### src/rtl/bcd_seq_shifter.sv
// Sequential bidirectional packed-BCD digit shifter: one digit per clock, start/done handshake.
// Reports the last digit shifted out, loss of nonzero digits and non-BCD operand digits.
//
//   state | meaning
//   ------+------------------------------------------------------------
//   IDLE  | waiting for i_start; results from the last operation held
//   SHIFT | shifting one digit per clock until the counter reaches 0
//   DONE  | o_done pulse; results valid; a new start is accepted here
module bcd_seq_shifter #(
   parameter int NUM_DIGITS = 8,
   parameter int AMT_WIDTH  = $clog2(NUM_DIGITS + 1)
) (
   input  logic                    i_clk,
   input  logic                    i_rst_n,
   input  logic                    i_start,
   input  logic                    i_dir,
   input  logic [AMT_WIDTH-1:0]    i_amt,
   input  logic [NUM_DIGITS*4-1:0] i_num,
   input  logic [3:0]              i_fill,
   output logic                    o_ready,
   output logic                    o_busy,
   output logic                    o_done,
   output logic [NUM_DIGITS*4-1:0] o_num,
   output logic [3:0]              o_digit,
   output logic                    o_lost,
   output logic                    o_err
);

   localparam int                   W       = NUM_DIGITS * 4;
   localparam logic [AMT_WIDTH-1:0] MAX_AMT = AMT_WIDTH'(NUM_DIGITS);

   typedef enum logic [1:0] {
      IDLE  = 2'd0,
      SHIFT = 2'd1,
      DONE  = 2'd2
   } state_t;

   state_t                 r_state;
   state_t                 w_state_nxt;
   logic [W-1:0]           r_num;
   logic                   r_dir;
   logic [3:0]             r_fill;
   logic [AMT_WIDTH-1:0]   r_cnt;
   logic [3:0]             r_digit;
   logic                   r_lost;
   logic                   r_err;

   logic                   w_accept;
   logic                   w_step;
   logic [AMT_WIDTH-1:0]   w_amt_clamped;
   logic                   w_bad_digit;
   logic [3:0]             w_out_digit;

   assign w_accept      = i_start && (r_state != SHIFT);
   assign w_step        = (r_state == SHIFT);
   assign w_amt_clamped = (i_amt > MAX_AMT) ? MAX_AMT : i_amt;
   assign w_out_digit   = r_dir ? r_num[3:0] : r_num[W-1 -: 4];

   always_comb begin
      w_bad_digit = 1'b0;
      for (int i = 0; i < NUM_DIGITS; i++) begin
         if (i_num[i*4 +: 4] > 4'd9) w_bad_digit = 1'b1;
      end
   end

   always_ff @(posedge i_clk or negedge i_rst_n) begin
      if (!i_rst_n) r_state <= IDLE;
      else          r_state <= w_state_nxt;
   end

   always_comb begin
      w_state_nxt = r_state;
      case (r_state)
         IDLE, DONE: begin
            if (i_start) w_state_nxt = (w_amt_clamped != '0) ? SHIFT : DONE;
            else         w_state_nxt = IDLE;
         end
         SHIFT: begin
            if (r_cnt == AMT_WIDTH'(1)) w_state_nxt = DONE;
         end
         default: w_state_nxt = IDLE;
      endcase
   end

   always_ff @(posedge i_clk or negedge i_rst_n) begin
      if (!i_rst_n) begin
         r_num   <= '0;
         r_dir   <= 1'b0;
         r_fill  <= '0;
         r_cnt   <= '0;
         r_digit <= '0;
         r_lost  <= 1'b0;
         r_err   <= 1'b0;
      end else if (w_accept) begin
         r_num   <= i_num;
         r_dir   <= i_dir;
         r_fill  <= i_fill;
         r_cnt   <= w_amt_clamped;
         r_digit <= '0;
         r_lost  <= 1'b0;
         r_err   <= w_bad_digit;
      end else if (w_step) begin
         r_num   <= r_dir ? {r_fill, r_num[W-1:4]} : {r_num[W-5:0], r_fill};
         r_digit <= w_out_digit;
         r_lost  <= r_lost | (w_out_digit != 4'd0);
         r_cnt   <= r_cnt - AMT_WIDTH'(1);
      end
   end

   assign o_ready = (r_state != SHIFT);
   assign o_busy  = (r_state == SHIFT);
   assign o_done  = (r_state == DONE);
   assign o_num   = r_num;
   assign o_digit = r_digit;
   assign o_lost  = r_lost;
   assign o_err   = r_err;

endmodule
### config.mk
export PLATFORM = sky130hd
export DESIGN_NAME = bcd_seq_shifter
export DESIGN_NICKNAME = d
export VERILOG_FILES = /design/src/rtl/bcd_seq_shifter.sv
export SDC_FILE = /design/constraint.sdc
export NUM_CORES = 1
export LEC_CHECK = 0
export ABC_AREA = 1
export CAP_MARGIN = 30
export CORE_ASPECT_RATIO = 1.4
export CORE_MARGIN = 3
export CORE_UTILIZATION = 40
export CTS_CLUSTER_SIZE = 20
export DETAILED_ROUTE_END_ITERATION = 12
export PLACE_DENSITY = 0.69
export RECOVER_POWER = 100
export SLEW_MARGIN = 0
export SYNTH_ARGS = -nofsm -noshare
export SYNTH_HDL_FRONTEND = slang
export SYNTH_SLANG_ARGS = --single-unit
### constraint.sdc
create_clock -name i_clk -period 3.1 [get_ports i_clk]
set_clock_uncertainty 0.2 [all_clocks]
set_input_delay 0.31 -clock i_clk [delete_from_list [all_inputs] [get_ports i_clk]]
set_output_delay 0.31 -clock i_clk [all_outputs]
set_load 0.01 [all_outputs]
==> qor.txt, run 1 <==
combinational power share: 51.1%
I/O Buffers: 84
layout cells sized above 1: 5.04%
final setup vio count: 0
row count: 35
Overflow after GRT: 0
Die Height: 104 µm
critical path class: register to primary output
worst hold path type: register to register
layout net count: 442
H-Tree Depth: 2
P_sw: 1580 µW
total iterations of the first detailed-routing run: 4
Routed Antenna Nets: 0
Commonest cells post-synth: 70 x nand2_1, 49 x dfrtp_1, 42 x o21ai_0
DRT iter0 DRCs: 154
Die Width: 76.0 µm
cell area after synthesis: 2740 µm²
multi-input logic area: 1130 µm²
HPWL after DPL: 5.70 mm
CP startpoint: r_state[0]
startpoint types: register
Power per Cell Area: 1020 nW/µm²
post-synthesis area per instance: 8.54 µm²
WL/cell: 15.9 µm
Yosys warning count: 0
Hold Path Origin: o_digit[1]
TritonCTS Sinks: 49
WL final: 7.79 mm
P_int: 2080 µW
Final Critical Period: 2.70 ns
fin. max-slew vios: 0
Synth Register Bits: 49
Total Neg Setup Slack: 0 ns
Max stage delay on crit path: 0.71 ns
FF-to-FF setup slack: 0.74 ns
worst vdd ir: 0.509 mV
# DRC: 0
clock slew at reported path FFs: 0.09 ns
Mapped Nets: 367
fin area: 3600 µm²
top-count cell post-synth: nand2_1
worst r2r src: r_state[0]
area added between synthesis and finish: 31.4%
final period utilization: 86.9%
CP Capture Type: primary output
hold violation count in the final report: 0
post-synth top area cell: dfrtp_1
Seq/Total Area, Yosys: 44.7%
full die area: 7890 µm²
RePlAce Congestion: 0.843
maximum root-to-sink buffer count: 2
Avg Vias per Cell: 5.22
Max FO, Critical Path: 13
Seq pwr share: 34.1%
Worst Tran Pin Value: 0.983 ns
top_reg_cell synth: dfrtp_1
area post-placement: 3550 µm²
switching fraction of total power: 43.1%
LEAKAGE: 0.00159 µW
critical path cell sequence: inv_1 > nor2_1 > dlygate4sd3_1
EDFF count, synth: 0
TritonCTS clock tree: built
Max Fclk: 371 MHz
vias post-DR: 2552
Post-Syn Instances: 321
number of global-route vias before repair: 2550
Clock Latency Late Sink: 0.30 ns
core area: 6610 µm²
post-synthesis cell type count: 33
IO Count: 85
crit path DAT: 2.19 ns
CP Data Required Time: 2.59 ns
cts bufs inserted: 5
outcome: finished, final reports clean
number of max-cap violations: 0
FF+latch area: 1230 µm²
first-pass GRT wire length: 12.6 mm
Root Buffer: clkbuf_8
post_cts resized: 0
Rel. slew slack: 34.5%
largest net degree at the start of global routing: 40
post-synth top area share: 44.7%
RSZ-0062 raised after global routing: no
Clock Power Share: 14.8%
top cells by area, synth: dfrtp_1 45%, nand2_1 9.6%, o21ai_0 7.7%
CP max stage cell: dlygate4sd3_1
Initial Utilization: 41.4%
async set-reset flop share out of synthesis: 100%
GRT Util Overall: 19.7%
antenna violations before repair: 0
# diodes: 0
Filler Cell Count: 610
## cell type report
type	count	share of cell area [%]
sequential	49	34.1
clock buffer	5	1.91
tap	92	3.20
multi-input combinational	217	31.4
inverter	36	3.82
timing repair buffer	87	23.8
clock inverter	3	1.81
## through the flow
stage / hold WS, ns / total power (µW) / std cells / worst slack, ns / util, %
after CTS: 0.222 / 3880 / 489 / 0.683 / 55.9
final: 0.301 / 3660 / 489 / 0.405 / 54.4
after global placement: 0.282 / 3280 / 479 / 0.929 / 53.4
after detailed placement: 0.00754 / 3330 / 480 / 0.902 / 53.7
after global routing: 0.315 / 3940 / 489 / 0.302 / 54.4
after floorplan: -0.186 / 2550 / 321 / 1.81 / -
## power groups by stage
stage / Combinational [µW] / Clock, µW / Sequential, µW
after floorplan: 1270 / 0 / 1280
after global placement: 2020 / 0 / 1270
after detailed placement: 2060 / 0 / 1270
after CTS: 2070 / 550 / 1260
after global routing: 2080 / 570 / 1290
final: 1870 / 543 / 1250
## sequential cells by signal (all words and copies together) (netlist names)
name     flops
o_digit      4
o_err        1
o_lost       1
o_num       32
r_cnt        4
r_dir        1
r_fill       4
r_state      2
## logic make-up (layout without fill, tap and decap cells)
group           count (synthesis)  after routing  share of synthesized area, %
compound gates                113            113                          27.0
simple gates                  100            100                          15.5
buf+inv                        55            131                          11.1
flops                          49             49                          44.7
fa+ha+maj                       2              2                         0.913
xor+xnor                        1              1                         0.320
mux                             1              1                         0.365
## routing by layer
layer	GRT usage (%)	part of all wire, %	up-vias
met5	0	0	-
met4	5.83	2.0	0
met3	3.21	4.0	11
met2	35.5	52	73
met1	24.0	42	1234
li1	-	-	1234
## worst paths after layout
path                            cells past startpoint    endpoint
worst min register to register                      1  o_digit[1]
worst min-delay path                                1  o_digit[1]
worst max-delay path                                3      o_busy
worst max register to register                      5    r_cnt[0]
max in group asynchronous                           3   o_num[26]
min in group asynchronous                           2      o_lost
## timing repair
action / in CTS / in global routing
hold buffers: 1 / 0
endpoints found under the hold margin: 49 / 0
buffers inserted: 0 / 0
endpoints found under the setup margin: 0 / 0
## critical path, delay by kind of cell, from the launching register on
family	cells	cell delay [ns]
and+or+nand+nor	1	0.65
DFF	1	0.46
buffers and inverters	2	0.77
## placed cells by master (no fill, tap or decap), types with 2 or more instances in the layout
cell type | netlist | routed
o211ai_1 | 16 | 26
nor2_1 | 14 | 15
nand2_1 | 70 | 71
inv_2 | 4 | 3
nand2_4 | 2 | 2
ha_1 | 2 | 2
o22ai_1 | 4 | 4
o21ai_0 | 42 | 43
nand3_1 | 10 | 10
dfrtp_1 | 49 | 49
clkdlybuf4s50_1 | 0 | 42
inv_1 | 31 | 32
dlygate4sd3_1 | 0 | 42
a22oi_2 | 3 | 2
o21ai_1 | 4 | 3
bufinv_16 | 0 | 2
a21oi_1 | 27 | 27
a22o_1 | 2 | 2
clkbuf_8 | 0 | 5
No activity file was read; power rests on OpenSTA's default activity.
==> run 2, diff against run 1 <==
--- a/config.mk
+++ b/config.mk
@@ -14,6 +14,7 @@
 export DETAILED_ROUTE_END_ITERATION = 12
 export PLACE_DENSITY = 0.69
 export RECOVER_POWER = 100
+export SETUP_SLACK_MARGIN = 0.05
 export SLEW_MARGIN = 0
 export SYNTH_ARGS = -nofsm -noshare
 export SYNTH_HDL_FRONTEND = slang
==> results of run 2 <==
The final DEF is identical to that of run 1; final timing and power are the same.
==> run 3, diff against run 2 <==
--- a/config.mk
+++ b/config.mk
@@ -8,7 +8,7 @@
 export ABC_AREA = 1
 export CAP_MARGIN = 30
 export CORE_ASPECT_RATIO = 1.4
-export CORE_MARGIN = 3
+export CORE_MARGIN = 2
 export CORE_UTILIZATION = 40
 export CTS_CLUSTER_SIZE = 20
 export DETAILED_ROUTE_END_ITERATION = 12
==> qor.txt, run 3 (synthesized netlist as in run 1, its figures left out) <==
RePlAce Congestion: 0.824 (-2.2%)
Total Neg Setup Slack: 0 ns (unchanged)
layout net count: 442 (unchanged)
critical path class: register to primary output
Worst Slack Setup Final: 0.464 ns (+0.0589 ns)
I/O Buffers: 84 (unchanged)
full die area: 7540 µm² (-4.5%)
clock slew at reported path FFs: 0.09 ns (about the same)
CP Data Required Time: 2.59 ns (about the same)
CP delay by family, top: buffers and inverters
worst vdd ir: 0.370 mV (-27%)
cts bufs inserted: 5 (unchanged)
Root Buffer: clkbuf_8
area added between synthesis and finish: 31.6%
final period utilization: 85.0% (-1.9 points)
fin. max-slew vios: 0 (unchanged)
Filler Cell Count: 632 (+3.6%)
number of global-route vias before repair: 2463 (-3.4%)
CP max stage cell: clkdlybuf4s50_1
hold violation count in the final report: 0 (unchanged)
Overflow after GRT: 0 (unchanged)
Max Fclk: 379 MHz (+2.2%)
Die Height: 102 µm (-1.9%)
Worst Tran Pin Value: 1.24 ns (+0.258 ns)
layout cells sized above 1: 5.29% (+0.25 points)
most frequent cells in the layout: 70 x nand2_1, 49 x dfrtp_1, 43 x o21ai_0, 43 x clkdlybuf4s50_1, 41 x dlygate4sd3_1
WL/cell: 15.6 µm (-2.1%)
Max stage delay on crit path: 0.68 ns (-0.03 ns)
Hold Path Origin: o_digit[1]
Rel. slew slack: 17.3% (-17 points)
FF-to-FF setup slack: 0.67 ns (-0.07 ns)
H-Tree Depth: 2 (unchanged)
maximum root-to-sink buffer count: 2 (unchanged)
startpoint types: register
Routed Antenna Nets: 0 (unchanged)
r2r endpoint: r_cnt[0]
total iterations of the first detailed-routing run: 5 (+1)
Final Critical Period: 2.64 ns (-0.0589 ns)
max reg flops: 32 (unchanged)
RSZ-0062 raised after global routing: no
reg2reg path depth: 5 (unchanged)
Hold Crit Depth: 1 (unchanged)
hold path endpoint: o_digit[1]
# DRC: 0 (unchanged)
TritonCTS clock tree: built
Die Width: 74.0 µm (-2.6%)
GRT Util Overall: 21.3% (+1.6 points)
first-pass GRT wire length: 12.2 mm (-2.9%)
vias post-DR: 2551 (-0.039%)
WL final: 7.63 mm (-2.1%)
crit path DAT: 2.13 ns (-0.06 ns)
post-CTS setup buffers: 0 (unchanged)
worst r2r src: r_state[0]
TritonCTS Sinks: 49 (unchanged)
Initial Utilization: 41.4% (unchanged)
number of max-cap violations: 0 (unchanged)
CP Capture Type: primary output
IO Count: 85 (unchanged)
Max FO, Critical Path: 13 (unchanged)
Avg Vias per Cell: 5.22 (about the same)
row count: 35 (unchanged)
worst hold path type: register to register
critical path cell sequence: inv_1 > nor2_1 > clkdlybuf4s50_1
outcome: finished, final reports clean
Clock Latency Late Sink: 0.31 ns (about the same)
DRT iter0 DRCs: 137 (-11%)
LEAKAGE: 0.00158 µW (-0.35%)
antenna violations before repair: 0 (unchanged)
final setup vio count: 0 (unchanged)
worst path bufs/invs: 2 (unchanged)
Placement Setup Slack: 0.897 ns (-0.00501 ns)
core area: 6610 µm² (unchanged)
most common cell after layout, fill and taps aside: nand2_1
# diodes: 0 (unchanged)
largest net degree at the start of global routing: 36 (-10%)
HPWL after DPL: 5.52 mm (-3.2%)
Power per Cell Area: 1000 nW/µm² (-1.3%)
run 3: cell count changes in the layout (fill, tap and decap cells not counted), sizes merged:
cell,previous run,this run
bufinv,2,1
clkdlybuf4s50,42,43
clkbuf,7,9
clkinv,1,0
dlygate4sd3,42,41
run 3: routing by layer:
metal  vias up  part of all wire, %  track usage (%)
li1       1236                    -                -
met1      1237                   41             28.1
met2        69                   53             35.8
met3         9                  4.2             2.96
met4         0                  1.7             6.85
met5         -                    0                0
run 3: repair_timing:
item | CTS | global route
endpoints found under the hold margin | 22 | 0
hold buffers | 1 | 0
gates resized for setup | 0 | 0
run 3: per-stage QoR:
step | util (%) | instance area, µm² | total power (µW) | hold slack (ns) | instances
after detailed placement | 53.7 | 3550 | 3320 | 0.134 | 480
after CTS | 55.6 | 3680 | 3810 | 0.309 | 489
final | 54.6 | 3610 | 3620 | 0.298 | 489
after global routing | 54.6 | 3610 | 3920 | 0.318 | 489
after global placement | 53.4 | 3530 | 3280 | 0.282 | 479
after floorplan | - | 2740 | 2550 | -0.186 | 321
run 3: how the worst max path moves through the flow:
stage | from | endpoint | slack, ns | cells after the start
6_report | r_state[0] | o_busy | 0.46 | 3
5_1_grt | r_state[0] | o_busy | 0.31 | 3
4_1_cts | r_state[0] | o_busy | 0.70 | 3
3_5_place_dp | i_start | o_digit[1] | 0.90 | 5
3_3_place_gp | i_start | o_digit[1] | 0.92 | 5
2_1_floorplan | r_state[0] | o_num[10] | 1.81 | 5
run 3: cell type report:
| class | instances | area [µm²] | share of cell area [%] |
|---|---|---|---|
| timing repair buffer | 87 | 857 | 23.8 |
| clock inverter | 1 | 30.0 | 0.832 |
| sequential | 49 | 1230 | 34.0 |
| clock buffer | 7 | 86.3 | 2.39 |
| multi-input combinational | 217 | 1160 | 32.1 |
| inverter | 36 | 135 | 3.75 |
| tap | 92 | 115 | 3.19 |
run 3: worst register-to-register path, stage by stage, from the launching register on:
cell,delay [ns]
dfrtp_1,0.45
nand2_4,0.35
nand2_8,0.19
inv_1,0.81
nand3_1,0.20
o211ai_1,0.15
run 3: where the power goes:
part | leakage, µW | internal [µW] | switching [µW]
Clock | 0.0000585 | 263 | 218
Combinational | 0.000935 | 822 | 1070
Sequential | 0.000588 | 956 | 297
Total | 0.00158 | 2040 | 1580
